[src/rtl/jcv_pkg.sv]
// Shared opcodes, flag indices, return-stack entry and FSM state for jump_ctrl_vectored.
// Entry fields are sized for the widest supported build: AW <= 16, NUM_IRQ <= 7.
package jcv_pkg;

    localparam logic [5:0] OP_JMP = 6'h18;
    localparam logic [5:0] OP_JZ  = 6'h1C;
    localparam logic [5:0] OP_JNZ = 6'h1D;
    localparam logic [5:0] OP_JV  = 6'h1E;
    localparam logic [5:0] OP_JNV = 6'h1F;
    localparam logic [5:0] OP_RET = 6'h10;

    localparam int unsigned FLAG_Z = 0;
    localparam int unsigned FLAG_V = 1;

    localparam int unsigned JCV_AW_MAX    = 16;
    localparam int unsigned JCV_LVL_W_MAX = 3;

    typedef struct packed {
        logic [JCV_AW_MAX-1:0]    addr;
        logic [1:0]               flags;
        logic [JCV_LVL_W_MAX-1:0] level;
    } stack_entry_t;

    typedef enum logic [0:0] {
        StRun,
        StRedirect
    } jcv_state_e;

endpackage

[src/rtl/jump_ctrl_vectored_irq_prio_enc.sv]
// Priority encoder over the pending vector; index 0 wins.
module irq_prio_enc #(
    parameter int unsigned N  = 4,
    parameter int unsigned IW = 2
) (
    input  logic [N-1:0]  req_i,
    output logic          valid_o,
    output logic [IW-1:0] idx_o
);

    always_comb begin
        valid_o = |req_i;
        idx_o   = '0;
        // Scan from lowest priority upward so the last hit is the winner.
        for (int i = int'(N) - 1; i >= 0; i--) begin
            if (req_i[i]) begin
                idx_o = IW'(i);
            end
        end
    end

endmodule

[src/rtl/jump_ctrl_vectored.sv]
// Jump/return resolution with prioritised, vectored, nestable interrupts and a return stack.
// Optional macro JCV_IRQ_MASK_EN adds irq_mask to gate lines out of the priority select.
module jump_ctrl_vectored
    import jcv_pkg::*;
#(
    parameter int unsigned   AW          = 16,
    parameter int unsigned   NUM_IRQ     = 4,
    parameter int unsigned   STACK_DEPTH = 4,
    parameter logic [AW-1:0] VEC_BASE    = 16'hF000,
    parameter int unsigned   VEC_STRIDE  = 4
) (
    input  logic               clk,
    input  logic               reset,
    input  logic [AW-1:0]      jmp_address_pm,
    input  logic [AW-1:0]      current_address,
    input  logic [5:0]         op,
    input  logic [1:0]         flag_ex,
    input  logic [NUM_IRQ-1:0] irq,
`ifdef JCV_IRQ_MASK_EN
    input  logic [NUM_IRQ-1:0] irq_mask,
`endif
    output logic [AW-1:0]      jmp_loc,
    output logic               pc_mux_sel,
    output logic [1:0]         flag_restore,
    output logic               flag_restore_valid,
    output logic [NUM_IRQ-1:0] irq_ack,
    output logic               in_isr,
    output logic               ret_underflow
);

    localparam int unsigned IW  = (NUM_IRQ > 1) ? $clog2(NUM_IRQ) : 1;
    localparam int unsigned LW  = $clog2(NUM_IRQ + 1);
    localparam int unsigned SPW = $clog2(STACK_DEPTH + 1);
    localparam int unsigned SIW = (STACK_DEPTH > 1) ? $clog2(STACK_DEPTH) : 1;

    jcv_state_e         state_q;
    logic [NUM_IRQ-1:0] irq_prev_q, pending_q, pending_d;
    logic [NUM_IRQ-1:0] irq_rise, pend_all, eligible, take_onehot;
    logic [SPW-1:0]     sp_q, sp_d;
    logic [LW-1:0]      level_q, level_d;
    logic [AW-1:0]      jmp_loc_q, loc_d;
    logic [1:0]         flag_restore_q;
    logic               flag_restore_valid_q, in_isr_q, ret_underflow_q;
    logic [NUM_IRQ-1:0] irq_ack_q;

    stack_entry_t       stack_q [STACK_DEPTH];
    stack_entry_t       top_entry, push_entry;
    logic [SIW-1:0]     top_idx, push_idx;

    logic               prio_valid;
    logic [IW-1:0]      prio_idx;
    logic               stack_full, stack_empty;
    logic               take, is_ret, ret_pop, ret_under, jump_cond, jump, redirect;

    assign irq_rise = irq & ~irq_prev_q;
    assign pend_all = pending_q | irq_rise;

`ifdef JCV_IRQ_MASK_EN
    assign eligible = pend_all & irq_mask;
`else
    assign eligible = pend_all;
`endif

    irq_prio_enc #(
        .N  (NUM_IRQ),
        .IW (IW)
    ) u_prio (
        .req_i   (eligible),
        .valid_o (prio_valid),
        .idx_o   (prio_idx)
    );

    assign stack_full  = (sp_q == SPW'(STACK_DEPTH));
    assign stack_empty = (sp_q == '0);
    assign top_idx     = SIW'(sp_q - 1'b1);
    assign push_idx    = SIW'(sp_q);
    assign top_entry   = stack_q[top_idx];

    always_comb begin
        push_entry       = '0;
        push_entry.addr  = JCV_AW_MAX'(current_address);
        push_entry.flags = flag_ex;
        push_entry.level = JCV_LVL_W_MAX'(level_q);
    end

    always_comb begin
        jump_cond = 1'b0;
        case (op)
            OP_JMP:  jump_cond = 1'b1;
            OP_JZ:   jump_cond = flag_ex[FLAG_Z];
            OP_JNZ:  jump_cond = ~flag_ex[FLAG_Z];
            OP_JV:   jump_cond = flag_ex[FLAG_V];
            OP_JNV:  jump_cond = ~flag_ex[FLAG_V];
            default: jump_cond = 1'b0;
        endcase
    end

    // Interrupt take beats RET, RET beats jump; a taken interrupt discards the decode op.
    always_comb begin
        take        = prio_valid && (LW'(prio_idx) < level_q) && !stack_full;
        is_ret      = (op == OP_RET);
        ret_pop     = !take && is_ret && !stack_empty;
        ret_under   = !take && is_ret && stack_empty;
        jump        = !take && !is_ret && jump_cond;
        redirect    = take || ret_pop || jump;
        take_onehot = take ? (NUM_IRQ'(1) << prio_idx) : '0;
        pending_d   = pend_all & ~take_onehot;
        sp_d        = sp_q;
        level_d     = level_q;
        loc_d       = jmp_loc_q;
        if (take) begin
            sp_d    = sp_q + 1'b1;
            level_d = LW'(prio_idx);
            loc_d   = VEC_BASE + AW'(32'(prio_idx) * VEC_STRIDE);
        end else if (ret_pop) begin
            sp_d    = sp_q - 1'b1;
            level_d = LW'(top_entry.level);
            loc_d   = AW'(top_entry.addr);
        end else if (jump) begin
            loc_d   = jmp_address_pm;
        end
    end

    always_ff @(posedge clk) begin
        if (!reset) begin
            state_q              <= StRun;
            irq_prev_q           <= '0;
            pending_q            <= '0;
            sp_q                 <= '0;
            level_q              <= LW'(NUM_IRQ);
            jmp_loc_q            <= '0;
            flag_restore_q       <= '0;
            flag_restore_valid_q <= 1'b0;
            irq_ack_q            <= '0;
            in_isr_q             <= 1'b0;
            ret_underflow_q      <= 1'b0;
        end else begin
            state_q              <= redirect ? StRedirect : StRun;
            irq_prev_q           <= irq;
            pending_q            <= pending_d;
            sp_q                 <= sp_d;
            level_q              <= level_d;
            jmp_loc_q            <= loc_d;
            flag_restore_valid_q <= ret_pop;
            irq_ack_q            <= take_onehot;
            in_isr_q             <= (sp_d != '0);
            ret_underflow_q      <= ret_underflow_q | ret_under;
            if (ret_pop) begin
                flag_restore_q <= top_entry.flags;
            end
        end
    end

    // Stack contents need no reset: only slots below sp_q are ever read.
    always_ff @(posedge clk) begin
        if (reset && take) begin
            stack_q[push_idx] <= push_entry;
        end
    end

    assign jmp_loc            = jmp_loc_q;
    assign pc_mux_sel         = (state_q == StRedirect);
    assign flag_restore       = flag_restore_q;
    assign flag_restore_valid = flag_restore_valid_q;
    assign irq_ack            = irq_ack_q;
    assign in_isr             = in_isr_q;
    assign ret_underflow      = ret_underflow_q;

endmodule

[config.mk]
export PLATFORM = sky130hd
export DESIGN_NAME = jump_ctrl_vectored
export DESIGN_NICKNAME = d
export VERILOG_FILES = /design/src/rtl/jcv_pkg.sv /design/src/rtl/jump_ctrl_vectored_irq_prio_enc.sv /design/src/rtl/jump_ctrl_vectored.sv
export SDC_FILE = /design/constraint.sdc
export NUM_CORES = 1
export LEC_CHECK = 0
export CAP_MARGIN = 20
export CELL_PAD_IN_SITES_DETAIL_PLACEMENT = 0
export CELL_PAD_IN_SITES_GLOBAL_PLACEMENT = 2
export CORE_MARGIN = 5
export CORE_UTILIZATION = 41
export CTS_CLUSTER_SIZE = 12
export DETAILED_ROUTE_END_ITERATION = 10
export PLACE_DENSITY = 0.8
export SLEW_MARGIN = 20
export SYNTH_ARGS = -nofsm -noshare
export SYNTH_HDL_FRONTEND = slang
export SYNTH_HIERARCHICAL = 1
export SYNTH_SLANG_ARGS = --single-unit
[constraint.sdc]
create_clock -name clk -period 5.9 [get_ports clk]
set_input_delay 1.77 -clock clk [delete_from_list [all_inputs] [get_ports clk]]
set_output_delay 1.77 -clock clk [all_outputs]
set_load 0.02 [all_outputs]
==> impl_metrics.env, run 1 <==
export IMPL_mostFrequentLayoutCells="edfxtp_1, clkdlybuf4s50_1, dfxtp_1, mux4_2, nand2_1"
export IMPL_route_detailed_vias_per_inst=5.24
export IMPL_drt_iter0_markers=225
export IMPL_place_congestion=0.767
export IMPL_cts_inserted_buffers=17
export IMPL_timing_setup_tns_ns=0
export IMPL_ys_warnings_count=6
export IMPL_worst_slack_placed_ns=1.27
export IMPL_netlist_top_cells_area="edfxtp_1, dfxtp_1, mux4_2"
export IMPL_worstReg2RegStart="sp_q[0]"
export IMPL_drv_slew=0
export IMPL_route_detailed_drc=0
export IMPL_layout_cell_area_non_filler_um2=6420
export IMPL_timing_final_crit_share_pct=71.6
export IMPL_finalNetCount=452
export IMPL_timing_final_hold_violations=0
export IMPL_cts_hold_buffers_added=0
export IMPL_grt_max_degree=28
export IMPL_worst_setup_path_start_kind="input port"
export IMPL_ios=72
export IMPL_cts_reportedPaths_clkPinSlew_ns=0.05
export IMPL_fp_row_count=40
export IMPL_timing_critical_path_slowest_cell_delay_ns=0.44
export IMPL_post_dp_hpwl_mm=6.69
export IMPL_synth_edff_count=84
export IMPL_drt_pass1_iterations=4
export IMPL_synth_cell_type_count=45
export IMPL_kind_of_capture_point_of_the_worst_setup_path="register"
export IMPL_critical_path_class="input port to register"
export IMPL_worst_ir_drop_vdd_mv=0.315
export IMPL_gr_usage_all_layers_pct=15.6
export IMPL_chipWidth_um=120
export IMPL_power_density_nw_per_um2=448
export IMPL_cp_cell_sequence="clkdlybuf4s50_1 > a21o_1 > nor2_1 > nor3_1 > buf_4 > ha_1 > nand2b_1 > o2111a_1 > nor2_1 > buf_4 > nand2_1 > o221a_1"
export IMPL_worst_slew_pin_slew_ns=0.654
export IMPL_filler_cell_count=996
export IMPL_placeableCoreArea_um2=11900
export IMPL_seq_area_frac_synth_pct=67.0
export IMPL_data_required_time_at_the_worst_endpoint_ns=6.20
export IMPL_ant_nets=0
export IMPL_synth_cell_area_um2=4960
export IMPL_critical_path_startpoint="irq[3]"
export IMPL_synth_avg_cell_area_um2=15.6
export IMPL_cts_tree="yes"
export IMPL_start_util_pct=41.6
export IMPL_postSynthCellCount=318
export IMPL_timing_critical_path_arrival_ns=4.52
export IMPL_die_h_um=120
export IMPL_syn2layout_area_growth_pct=29.6
export IMPL_antenna_found_initial=0
export IMPL_clock_latency_ns=0.41
export IMPL_placed_area_um2=5850
export IMPL_wire_length_of_the_first_global_routing_pass_mm=16.7
export IMPL_fin_crit_ns=4.22
export IMPL_hp_start="jmp_loc[9]"
export IMPL_yosys_most_used_dff="edfxtp_1"
export IMPL_critPathTopFamily="compound AO/OA/AOI/OAI gates"
export IMPL_fmax_mhz=237
export IMPL_synth_top_cell_area_share_pct=50.9
export IMPL_postSynthNetCount=370
export IMPL_power_total_w=0.00288
export IMPL_finalWorstSetupSlack_ns=1.68
export IMPL_post_synth_top_area_cell="edfxtp_1"
export IMPL_postCtsResizedCells=0
export IMPL_vias=2937
export IMPL_clk_path_buf_depth=2
export IMPL_antenna_cells_inserted=0
export IMPL_cts_root_buffer_cell="clkbuf_16"
export IMPL_cts_sinks=124
export IMPL_numPortBuffers=71
export IMPL_grt_pass1_vias=3111
export IMPL_post_cts_repair_setup_buffers=0
export IMPL_worst_path_buf_inv=3
export IMPL_setup_violations=0
export IMPL_unrepaired_setup_endpoints_after_global_routing="no"
export IMPL_wl_per_cell_um=18.1
export IMPL_layout_cells_most_common="edfxtp_1"
export IMPL_crit_path_max_fanout=25
export IMPL_cap_violations=0
export IMPL_asyncSetResetFlopFracSynth_pct=0
export IMPL_ys_ff_latch=124
export IMPL_critical_path_slowest_cell="o2111a_1"
export IMPL_timing_clock_skew_ns=0.00731
export IMPL_die_area_um2=14400
export IMPL_hold_class="register to register"
export IMPL_globalRoute_totalOverflow=0
export IMPL_slew_headroom_pct=56.3
export IMPL_share_of_post_route_cells_with_drive_strength_above_1_pct=16.2
export IMPL_cts_htree_levels=4
export IMPL_finalWirelength_mm=10.2
export IMPL_p_leak_nw=2.21
export IMPL_outcome="complete, no violations"
==> area by class of cell <==
class	instances	area [um2]	area share (%)
Clock buffer	20	437	6.80
Clock inverter	12	140	2.18
Inverter	10	37.5	0.584
Multi-Input combinational cell	165	1510	23.5
Sequential cell	124	3320	51.7
Tap cell	147	184	2.86
Timing Repair Buffer	82	793	12.4
==> metal layers <==
| metal | routed length, um | track usage, % | part of all wire (%) | vias up |
|---|---|---|---|---|
| met1 | 4720 | 20.5 | 46 | 1455 |
| li1 | - | - | - | 1412 |
| met2 | 4860 | 23.8 | 48 | 58 |
| met4 | 148 | 6.66 | 1.5 | 0 |
| met3 | 428 | 4.90 | 4.2 | 12 |
| met5 | 0 | 0 | 0 | - |
==> registers in the layout, indices dropped and copies added (netlist names) <==
name and flops:
pending_q 4, ret_underflow 1, irq_prev_q 4, in_isr 1, level_q 3, flag_restore 2
pc_mux_sel 1, stack_q 84, jmp_loc 16, flag_restore_valid 1, irq_ack 4, sp_q 3
==> power breakdown <==
group,switching [W],total (W),internal (W)
logic,0.000413,0.000753,0.000340
clock network,0.000370,0.000994,0.000624
registers,0.0000464,0.00113,0.00109
==> per-stage QoR <==
step | utilization, % | cells | hold WS (ns)
after CTS | 53.9 | 560 | 0.464
after global placement | 49.1 | 528 | 0.459
after floorplan | - | 318 | 0.474
final | 53.9 | 560 | 0.459
after global routing | 53.9 | 560 | 0.477
after detailed placement | 49.1 | 528 | 0.459
==> worst min-delay path, cell delays in order, from the launching register on <==
cell      delay [ns]
dfxtp_1         0.30
nand3_1         0.06
a21boi_1        0.05
==> cell families after synthesis <==
kind of cell    count (synthesis)  share of synthesized area, %
fa+ha+maj                       6                          1.51
mux                            30                          11.5
compound gates                 54                          8.51
simple gates                   72                          8.38
xor+xnor                        3                         0.530
flops                         124                          67.0
buf+inv                        29                          2.55
==> cell usage after synthesis, drive strengths merged (2+ instances only) <==
cell type and number:
xnor2 2, o21a 2, mux2 5, dfxtp 40
nand2 18, a31oi 3, inv 10, nor2 9
nor3b 2, mux4 21, mux2i 4, a32oi 10
nor2b 6, o311a 2, nand2b 3, clkbuf 13
ha 6, a21o 4, o221a 4, buf 6
o2bb2ai 2, a211oi 2, and3 6, and2 7
edfxtp 84, nand3 10, a21oi 7, o21ai 4
nor3 6, a21boi 10
==> path summary, 6_finish.rpt <==
path	slack [ns]	endpoint	cells after the start
max	1.68	jmp_loc[14]	12
max reg2reg	3.02	jmp_loc[14]	8
min reg2reg	0.46	jmp_loc[9]	2
min	0.46	jmp_loc[9]	2
(Power assumes the default switching activity.)
==> run 2: changes to the inputs <==
--- a/config.mk
+++ b/config.mk
@@ -9,10 +9,10 @@
 export CELL_PAD_IN_SITES_DETAIL_PLACEMENT = 0
 export CELL_PAD_IN_SITES_GLOBAL_PLACEMENT = 2
 export CORE_MARGIN = 5
-export CORE_UTILIZATION = 41
+export CORE_UTILIZATION = 35
 export CTS_CLUSTER_SIZE = 12
 export DETAILED_ROUTE_END_ITERATION = 10
-export PLACE_DENSITY = 0.8
+export PLACE_DENSITY = 0.73
 export SLEW_MARGIN = 20
 export SYNTH_ARGS = -nofsm -noshare
 export SYNTH_HDL_FRONTEND = slang
==> constraint.sdc (replaced) <==
create_clock -name clk -period 3.8 [get_ports clk]
set_input_delay 1.14 -clock clk [delete_from_list [all_inputs] [get_ports clk]]
set_output_delay 1.14 -clock clk [all_outputs]
set_load 0.02 [all_outputs]
==> run 2 against run 1 <==
Wire length grew 10%; first-iteration DRC count shrank 28%; count of clock-buffer cells in the layout fell by 3; sequential share of layout area shrank 1.3 points; core utilization decreased by 6.4 points; combinational power is 71% higher; critical path type unchanged.
==> impl_metrics.env, run 2 (synthesis results as in run 1) <==
export IMPL_outcome="complete, no violations"
export IMPL_fp_row_count=43
export IMPL_post_cts_repair_setup_buffers=0
export IMPL_placeableCoreArea_um2=13900
export IMPL_antenna_found_initial=0
export IMPL_post_layout_cell_count=603
export IMPL_cts_reportedPaths_clkPinSlew_ns=0.06
export IMPL_cells_after_dpl=571
export IMPL_clk_path_buf_depth=2
export IMPL_clock_latency_ns=0.42
export IMPL_cts_tree="yes"
export IMPL_max_flop_register="stack_q"
export IMPL_post_dp_hpwl_mm=7.55
export IMPL_cts_root_buffer_cell="clkbuf_16"
export IMPL_layout_cells_most_common="edfxtp_1"
export IMPL_cts_hold_buffers_added=0
export IMPL_cts_inserted_buffers=17
export IMPL_start_util_pct=35.7
export IMPL_cts_sinks=124
export IMPL_grt_max_degree=31
export IMPL_power_density_nw_per_um2=689
export IMPL_numPortBuffers=71
export IMPL_gr_usage_all_layers_pct=14.5
export IMPL_chipWidth_um=129
export IMPL_fmax_mhz=308
export IMPL_die_area_um2=16600
export IMPL_timing_final_crit_share_pct=85.3
export IMPL_route_detailed_vias_per_inst=4.96
export IMPL_cts_htree_levels=4
export IMPL_cap_violations=0
export IMPL_ant_nets=0
export IMPL_timing_critical_path_slowest_cell_delay_ns=0.60
export IMPL_cp_cell_sequence="clkdlybuf4s50_1 > or4b_4 > or4_4 > nor2_8 > mux2_1 > o221a_1"
export IMPL_worst_slew_pin_slew_ns=0.770
export IMPL_kind_of_capture_point_of_the_worst_setup_path="register"
export IMPL_ios=72
export IMPL_hold_class="register to register"
export IMPL_timing_setup_tns_ns=0
export IMPL_die_h_um=129
export IMPL_critPathTopFamily="simple AND/OR/NAND/NOR gates"
export IMPL_vias=2991
export IMPL_share_of_post_route_cells_with_drive_strength_above_1_pct=20.3
export IMPL_timing_critical_path_arrival_ns=3.55
export IMPL_power_total_w=0.00454
export IMPL_layout_cell_area_non_filler_um2=6600
export IMPL_largest_register_ff_count=84
export IMPL_placed_area_um2=6040
export IMPL_data_required_time_at_the_worst_endpoint_ns=4.11
export IMPL_finalNetCount=462
export IMPL_fin_crit_ns=3.24
export IMPL_timing_final_hold_violations=0
export IMPL_place_congestion=0.729
export IMPL_antenna_cells_inserted=0
export IMPL_p_leak_nw=2.28
export IMPL_unrepaired_setup_endpoints_after_global_routing="no"
export IMPL_syn2layout_area_growth_pct=33.1
export IMPL_grt_pass1_vias=3203
export IMPL_worst_path_buf_inv=1
export IMPL_worst_setup_path_start_kind="input port"
export IMPL_crit_path_max_fanout=7
export IMPL_route_detailed_drc=0
export IMPL_postCtsResizedCells=0
export IMPL_critical_path_class="input port to register"
export IMPL_hold_worst_slack_ns=0.464
export IMPL_drv_slew=0
export IMPL_timing_clock_skew_ns=0.0152
export IMPL_multi_input_area_um2=1520
export IMPL_wl_per_cell_um=18.6
export IMPL_finalWirelength_mm=11.2
export IMPL_worst_ir_drop_vdd_mv=0.304
export IMPL_globalRoute_totalOverflow=0
export IMPL_setup_violations=0
export IMPL_critical_path_slowest_cell="or4_4"
export IMPL_wire_length_of_the_first_global_routing_pass_mm=17.6
export IMPL_filler_cell_count=1226
export IMPL_area_sequential_um2=3320
export IMPL_mostFrequentLayoutCells="edfxtp_1, clkdlybuf4s50_1, dfxtp_1, mux4_2, nand2_1"
export IMPL_slew_headroom_pct=48.6
export IMPL_drt_iter0_markers=163
export IMPL_drt_pass1_iterations=4
run 2: cell count changes in the layout (fill, tap and decap cells not counted), moves of 2 or more:
| cell | delta |
|---|---|
| inv_6 | +2 |
| and3_1 | -4 |
| bufinv_16 | -2 |
| and3_2 | +4 |
| buf_4 | +5 |
| buf_12 | +5 |
| inv_8 | +3 |
| clkbuf_1 | -3 |
run 2: final timing paths:
| kind | from | endpoint | slack (ns) | depth (start not counted) |
|---|---|---|---|---|
| hold reg to reg | jmp_loc[5] | jmp_loc[5] | 0.46 | 2 |
| setup / recovery | op[0] | jmp_loc[12] | 0.56 | 6 |
| hold / removal | jmp_loc[5] | jmp_loc[5] | 0.46 | 2 |
| setup reg to reg | irq_prev_q[2] | jmp_loc[15] | 1.41 | 11 |
run 2: metal layers:
metal | GRT usage [%] | vias to the layer above | wire [um]
met5 | 0 | - | 0
met4 | 6.86 | 0 | 124
met3 | 4.16 | 9 | 521
met2 | 22.1 | 64 | 5470
met1 | 19.2 | 1487 | 5090
li1 | - | 1431 | -
run 2: final cells by class:
type                       instances  area share, %
sequential                       124           50.4
multi-input combinational        165           23.0
timing repair buffer              92           14.1
clock buffer                      17           6.45
tap                              180           3.41
clock inverter                    15           2.01
inverter                          10          0.569
run 2: metrics by stage:
| step | setup WS, ns | util, % |
|---|---|---|
| final | 0.558 | 47.5 |
| after floorplan | 0.106 | - |
| after global placement | 0.160 | 43.5 |
| after CTS | 0.581 | 47.5 |
| after detailed placement | 0.136 | 43.5 |
| after global routing | 0.418 | 47.5 |
run 2: report_power, final:
group	switching, W	total, W	internal [W]
Clock	0.000636	0.00149	0.000855
Sequential	0.0000792	0.00177	0.00169
Combinational	0.000676	0.00129	0.000611
run 2: worst reg2reg max path: cells and delay by family, from the launching register on:
family | cells | cell delay, ns
compound gates | 3 | 0.75
fa+ha+maj | 1 | 0.27
buf+inv | 2 | 0.25
flops | 1 | 0.31
simple gates | 5 | 0.72
